[config.mk]
export PLATFORM = sky130hd
export DESIGN_NAME = traffic_light_fsm
export DESIGN_NICKNAME = d
export VERILOG_FILES = /design/src/rtl/traffic_light_fsm.sv
export SDC_FILE = /design/constraint.sdc
export NUM_CORES = 1
export LEC_CHECK = 0
export CAP_MARGIN = 20
export CORE_AREA = 2 2 46 48
export CTS_CLUSTER_DIAMETER = 30
export DETAILED_ROUTE_END_ITERATION = 6
export DIE_AREA = 0 0 48 50
export PLACE_DENSITY = 0.81
export SKIP_LAST_GASP = 1
export SYNTH_ARGS = -nofsm -noshare
export SYNTH_HDL_FRONTEND = slang
export SYNTH_SLANG_ARGS = --single-unit
[constraint.sdc]
create_clock -name clk -period 2.2 [get_ports clk]
set_clock_uncertainty 0.1 [all_clocks]
set_input_delay 0.44 -clock clk [delete_from_list [all_inputs] [get_ports clk]]
set_output_delay 0.44 -clock clk [all_outputs]
set_load 0.02 [all_outputs]
[src/rtl/traffic_light_fsm.sv]
// Intersection controller: main/side lamps, walk lamp, latched ped request.
// Steps once per clk_div rising edge, detected in the clk domain.
module traffic_light_fsm #(
  parameter int GREEN_TICKS  = 5,
  parameter int YELLOW_TICKS = 2,
  parameter int ALLRED_TICKS = 1,
  parameter int WALK_TICKS   = 4
) (
  input  logic       clk,
  input  logic       rst_a,
  input  logic       clk_div,
  input  logic       ped_req,
  output logic [2:0] main_light,
  output logic [2:0] side_light,
  output logic       walk,
  output logic [2:0] state,
  output logic       tick,
  output logic       ped_pend
);

  typedef enum logic [2:0] {
    S_MG   = 3'd0,
    S_MY   = 3'd1,
    S_AR1  = 3'd2,
    S_SG   = 3'd3,
    S_SY   = 3'd4,
    S_AR2  = 3'd5,
    S_WALK = 3'd6
  } state_e;

  localparam logic [7:0] G_LAST = 8'(GREEN_TICKS - 1);
  localparam logic [7:0] Y_LAST = 8'(YELLOW_TICKS - 1);
  localparam logic [7:0] A_LAST = 8'(ALLRED_TICKS - 1);
  localparam logic [7:0] W_LAST = 8'(WALK_TICKS - 1);

  localparam logic [2:0] RED = 3'b100;
  localparam logic [2:0] YEL = 3'b010;
  localparam logic [2:0] GRN = 3'b001;

  logic       clk_div_q;
  logic       sync1_q;
  logic       sync2_q;
  logic       ped_pend_q;
  logic       ped_pend_d;
  logic [2:0] state_q;
  logic [2:0] state_d;
  logic [7:0] cnt_q;
  logic [7:0] cnt_d;
  logic [7:0] last;
  logic [2:0] nxt;

  // clk_div_q resets high so a divider already high gives no tick
  assign tick = clk_div & ~clk_div_q;

  // Edge detector and two-flop ped_req synchronizer
  always_ff @(posedge clk or posedge rst_a) begin
    if (rst_a) begin
      clk_div_q <= 1'b1;
      sync1_q   <= 1'b0;
      sync2_q   <= 1'b0;
    end else begin
      clk_div_q <= clk_div;
      sync1_q   <= ped_req;
      sync2_q   <= sync1_q;
    end
  end

  // Per-state dwell limit and successor
  always_comb begin
    last = A_LAST;
    nxt  = S_AR2;
    unique case (state_q)
      S_MG:   begin last = G_LAST; nxt = S_MY;  end
      S_MY:   begin last = Y_LAST; nxt = S_AR1; end
      S_AR1:  begin last = A_LAST; nxt = S_SG;  end
      S_SG:   begin last = G_LAST; nxt = S_SY;  end
      S_SY:   begin last = Y_LAST; nxt = S_AR2; end
      S_AR2:  begin
        last = A_LAST;
        nxt  = ped_pend_q ? S_WALK : S_MG;
      end
      S_WALK: begin last = W_LAST; nxt = S_MG;  end
      default: begin last = A_LAST; nxt = S_AR2; end
    endcase
  end

  // Next state, dwell counter and pending-request update
  always_comb begin
    state_d    = state_q;
    cnt_d      = cnt_q;
    ped_pend_d = ped_pend_q;
    if (state_q == 3'd7) begin
      state_d = S_AR2;
      cnt_d   = 8'd0;
    end else if (tick) begin
      if (cnt_q == last) begin
        state_d = nxt;
        cnt_d   = 8'd0;
      end else begin
        cnt_d = cnt_q + 8'd1;
      end
    end
    if (state_q != S_WALK && state_d == S_WALK) begin
      ped_pend_d = 1'b0;
    end else if (sync2_q && state_q != S_WALK) begin
      ped_pend_d = 1'b1;
    end
  end

  // State, counter and pending-request registers
  always_ff @(posedge clk or posedge rst_a) begin
    if (rst_a) begin
      state_q    <= S_AR2;
      cnt_q      <= 8'd0;
      ped_pend_q <= 1'b0;
    end else begin
      state_q    <= state_d;
      cnt_q      <= cnt_d;
      ped_pend_q <= ped_pend_d;
    end
  end

  // Moore lamp decode; unknown codes show all red
  always_comb begin
    main_light = RED;
    side_light = RED;
    walk       = 1'b0;
    unique case (state_q)
      S_MG:   main_light = GRN;
      S_MY:   main_light = YEL;
      S_AR1:  ;
      S_SG:   side_light = GRN;
      S_SY:   side_light = YEL;
      S_AR2:  ;
      S_WALK: walk = 1'b1;
      default: ;
    endcase
  end

  assign state    = state_q;
  assign ped_pend = ped_pend_q;

endmodule

# ---- Yosys cells after proc, flatten, opt, wreduce, memory -nomap -nowiden
# Index checks and enable logic that the tools add are counted.
dict set report word_totals {
  reg_bits 15
  input_bits 4
  word_cells 40
  output_inout_bits 12
}
dict set report classes {
  bitwise_logic 2
  n_mux 14
  n_eq_ne 10
  n_reduce_logical 7
  n_addsub 1
}
# cell count
set ops {}
lappend ops {{$mux W8} 3}
lappend ops {{$pmux W3 S6} 1}
lappend ops {{$eq A3 B3 Y1 const B} 5}
lappend ops {{$mux W3} 4}
lappend ops {{$pmux W3 S2} 2}
lappend ops {{$pmux W3 S3} 1}
lappend ops {{$add A8 B1 Y8 const B} 1}
lappend ops {{$eq A8 B8 Y1} 1}
lappend ops {{$eq A3 B2 Y1 const B} 2}
lappend ops {{$reduce_bool A2 Y1} 2}
lappend ops {{$reduce_or A2 Y1} 2}
lappend ops {{$eq A3 B1 Y1 const B} 1}
lappend ops {{$logic_not A3 Y1} 1}
lappend ops {{$mux W1} 3}
lappend ops {{$ne A3 B3 Y1 const B} 1}
lappend ops {{$logic_and A1 B1 Y1} 2}
lappend ops {{$and A1 B1 Y1} 1}
lappend ops {{$not A1 Y1} 1}

# ---- Depth between registers and ports, before layout
dict set report logic_depth {
  ltp_word 10
  ltp_mapped 6
  ltp_nobuf 5
}

# ---- Worst setup path before layout
# No wires, ideal clock.
dict set report synth_timing {
  path_type {reg-to-output}
  start {register state_q[2], in the netlist state[2]}
  end {output side_light[2]}
  path_stages_with_launch 5
  arrival_time_ps 1587
  setup_slack_ps 73
  n_path_buf 1
  cell_sequence {dfstp_2 buf_6 inv_1 nor3_1 nor2_1}
}
dict set report synth_via {
  elab_chain_len 2
}
# element line
set synth_lines {}
lappend synth_lines {{start: declaration} 45} ;# logic [2:0] state_q;
lappend synth_lines {{start signal: assignment} 117} ;# state_q <= state_d;
lappend synth_lines {{$eq A3 B3 Y1 / $eq A3 B2 Y1 (equally long branches)} 128} ;# unique case (state_q)
lappend synth_lines {{$pmux W3 S2 *} 128}
lappend synth_lines {{end: declaration} 14} ;# output logic [2:0] side_light,
# Mark *: on every way between the ends. The rest lies on a longest branch, timed or not.

# ---- Worst setup path in the final report
# Same ends and word-level chain as after synthesis.

==> results.yml <==
outcome:
  status: "finished, final reports clean"
timing:
  whs_ns: 0.265
  hold_viol: 0
  fin_crit_ns: 2.11
  worstMarginPinSlew_ns: 0.558
  fin_ws_ns: 0.0878
  maxSlewViolCount: 0
  setup_violations: 0
  fmax_mhz: 473
  slew_headroom_pct: 62.8
  min_period_over_period_pct: 96.0
  rsz0062_at_grt: "true"
clock_network:
  cts.sinks: 15
  holdBufCountCts: 0
  ctsRootBufferMaster: "clkbuf_4"
  numCtsBuffers: 3
  cts.htree.levels: 1
  cts_buffer_depth: 2
  clock_latency_ns: 0.28
  clk_pin_slew_ns: 0.09
  cts_tree: "done"
setup_path:
  critPathLaunchType: "register"
  path_max_fanout: 10
  r2r_setup_slack_ns: 0.13
  r2r-start: "state[0]$_DFF_PP1_"
  arrival_ns: 1.57
  end_kind: "output port"
  rr_worst_depth: 6
  reg2reg_to: "state[1]$_DFF_PP0_"
  crit_type: "reg -> out"
  crit_required_ns: 1.66
synth:
  synth_area_um2: 901
  synthTopCellsByCount: "12 x dfrtp_1, 12 x nor2_1, 8 x nand2_1, 7 x inv_1, 6 x a21oi_1"
  synth_compound_area_share_pct: 13.3
  syn_inst: 96
  synthFlopType: "dfrtp_1"
  ys_seq_area_share_pct: 42.1
  synth_xor_area_share_pct: 8.75
  yosysWarnings: 0
  syn_avg_cell_area_um2: 9.38
  async_reset_ff_share_pct: 100
  yosys.area.top_type_share_pct: 33.3
  synth_mux_area_share_pct: 1.11
  synth_seq_cells: 15
  synth_top_family_by_area: "simple AND/OR/NAND/NOR gates"
  synth_edf_count: 0
  synthTopCellsByArea: "dfrtp_1 33%, dfstp_2 8.8%, nor2_1 5.0%"
  synth.largest_area_cell: "dfrtp_1"
  synthAdderAreaFrac_pct: 1.39
  synthSimpleGateAreaFrac_pct: 26.7
  syn_nets: 101
  ys_types: 32
global_route:
  grt_util_met2_pct: 29.8
  grt_usage_pct: 19.2
  grt_max_degree: 16
  grt_pass1_wl_um: 3210
  globalRouteMet1Util_pct: 24.8
  busiest_layer: "met2"
  grt-ovfl-total: 0
  antenna_found_initial: 0
  grt_pass1_vias: 739
  grt_util_met3_pct: 3.30
route:
  drt_iter0_markers: 21
  drcViolationCount: 0
  vias: 810
  avgViaCountPerCell: 5.59
  avgRoutedWirePerCell_um: 13.6
  routed_wl_um: 1970
  final_antenna_net_count: 0
  dr.pass1.iters: 4
power:
  ir_drop_uv: 623
  powerDensity_nw_per_um2: 1180
  static-leakage-power_uw: 0.000509
layout:
  nFillCells: 168
  areaGrowthSynthToFinish_pct: 24.6
  finish.net_count: 124
  drive_gt1_share_pct: 18.6
  stdcell_area_um2: 1120
  diodes: 0
placed_design:
  place_congestion: 0.825
  place_area_um2: 1100
  port_buffers: 15
  dp_hpwl_um: 1450
  place_ws_ns: -0.000320
die:
  start_util_pct: 47.4
  die_h_um: 50
  ios: 16
  die_x_um: 48
  fp.coreArea_um2: 1900
  die_area_um2: 2400
  rows: 16
worst_hold_path:
  hold_path.class: "reg -> reg"
  hold_path_end: "sync2_q$_DFF_PP0_"
  whs_path_depth: 0
  min_from: "sync1_q$_DFF_PP0_"
run:
  cap_viol_max_count: 0
## critical path, cell delays in order, from the launching register on
cell	delay [ns]
dfstp_2	0.64
inv_1	0.09
nor3_2	0.19
nor2_1	0.06
dlygate4sd2_1	0.31
## area by class of cell
| cell class | count | area [um2] | area share, % |
|---|---|---|---|
| Clock buffer | 3 | 22.5 | 2.01 |
| Timing Repair Buffer | 21 | 188 | 16.7 |
| Inverter | 7 | 26.3 | 2.34 |
| Tap cell | 27 | 33.8 | 3.01 |
| Multi-Input combinational cell | 71 | 467 | 41.6 |
| Sequential cell | 15 | 380 | 33.9 |
| Clock inverter | 1 | 5.00 | 0.446 |
## flip-flops by register name, indices dropped and copies added, names as in the netlist
register	flops
cnt_q	8
state	3
sync1_q	1
clk_div_q	1
ped_pend	1
sync2_q	1
## layout by cell type (no fill, tap or decap), types with 2 or more instances in the layout
master,instances
dlygate4sd2_1,8
inv_1,7
nand2_1,8
xor2_1,5
clkdlybuf4s50_1,6
a21oi_1,6
dfrtp_1,11
nand4_1,2
a211oi_1,3
o21ai_0,3
nor3_2,2
nor3_1,4
nand3_1,3
dfstp_2,3
nand2b_1,2
nor2_1,12
or3_1,2
buf_4,6
xnor2_1,4
clkbuf_4,3
## per-layer routing
layer  up-vias  wire (um)
li1        378          -
met1       395        831
met2        31        992
met3         6         76
met4         0         63
met5         -          0
## power by group
part / internal, uW / switching, uW / total [uW]
registers: 346 / 115 / 461
logic: 293 / 411 / 703
clock network: 67.5 / 88.8 / 156
total: 706 / 614 / 1320
## cells by family after synthesis
family          after synthesis
compound gates               18
mux                           1
xor+xnor                      9
buf+inv                      10
simple gates                 42
fa+ha+maj                     1
flops                        15
## through the flow
stage / utilization (%) / total power (uW) / setup TNS, ns / instances
after floorplan: - / 943 / 0 / 96
after CTS: 58.6 / 1320 / 0 / 145
after global placement: 57.6 / 1170 / 0 / 141
after global routing: 59.0 / 1410 / -0.0315 / 145
after detailed placement: 57.6 / 1210 / -0.000320 / 141
final: 59.0 / 1320 / 0 / 145
## worst max path at each step
stage / start / end / slack (ns) / cells past startpoint
6_report: state[2]$_DFF_PP1_ / side_light[2] / 0.09 / 4
4_1_cts: clk_div / tick / 0.002 / 4
3_5_place_dp: clk_div / tick / -0.0003 / 4
3_3_place_gp: clk_div / tick / 0.02 / 4
2_1_floorplan: state[2]$_DFF_PP1_ / side_light[2] / 0.07 / 4
5_1_grt: state[2]$_DFF_PP1_ / side_light[2] / -0.03 / 4
## what timing repair did
item | CTS | global route
buffers inserted | 0 | 0
pin swaps | 0 | 0
cloned | 0 | 0
resized for setup | 8 | 3
setup endpoints to repair | 8 | 4
(Power assumes the default switching activity.)
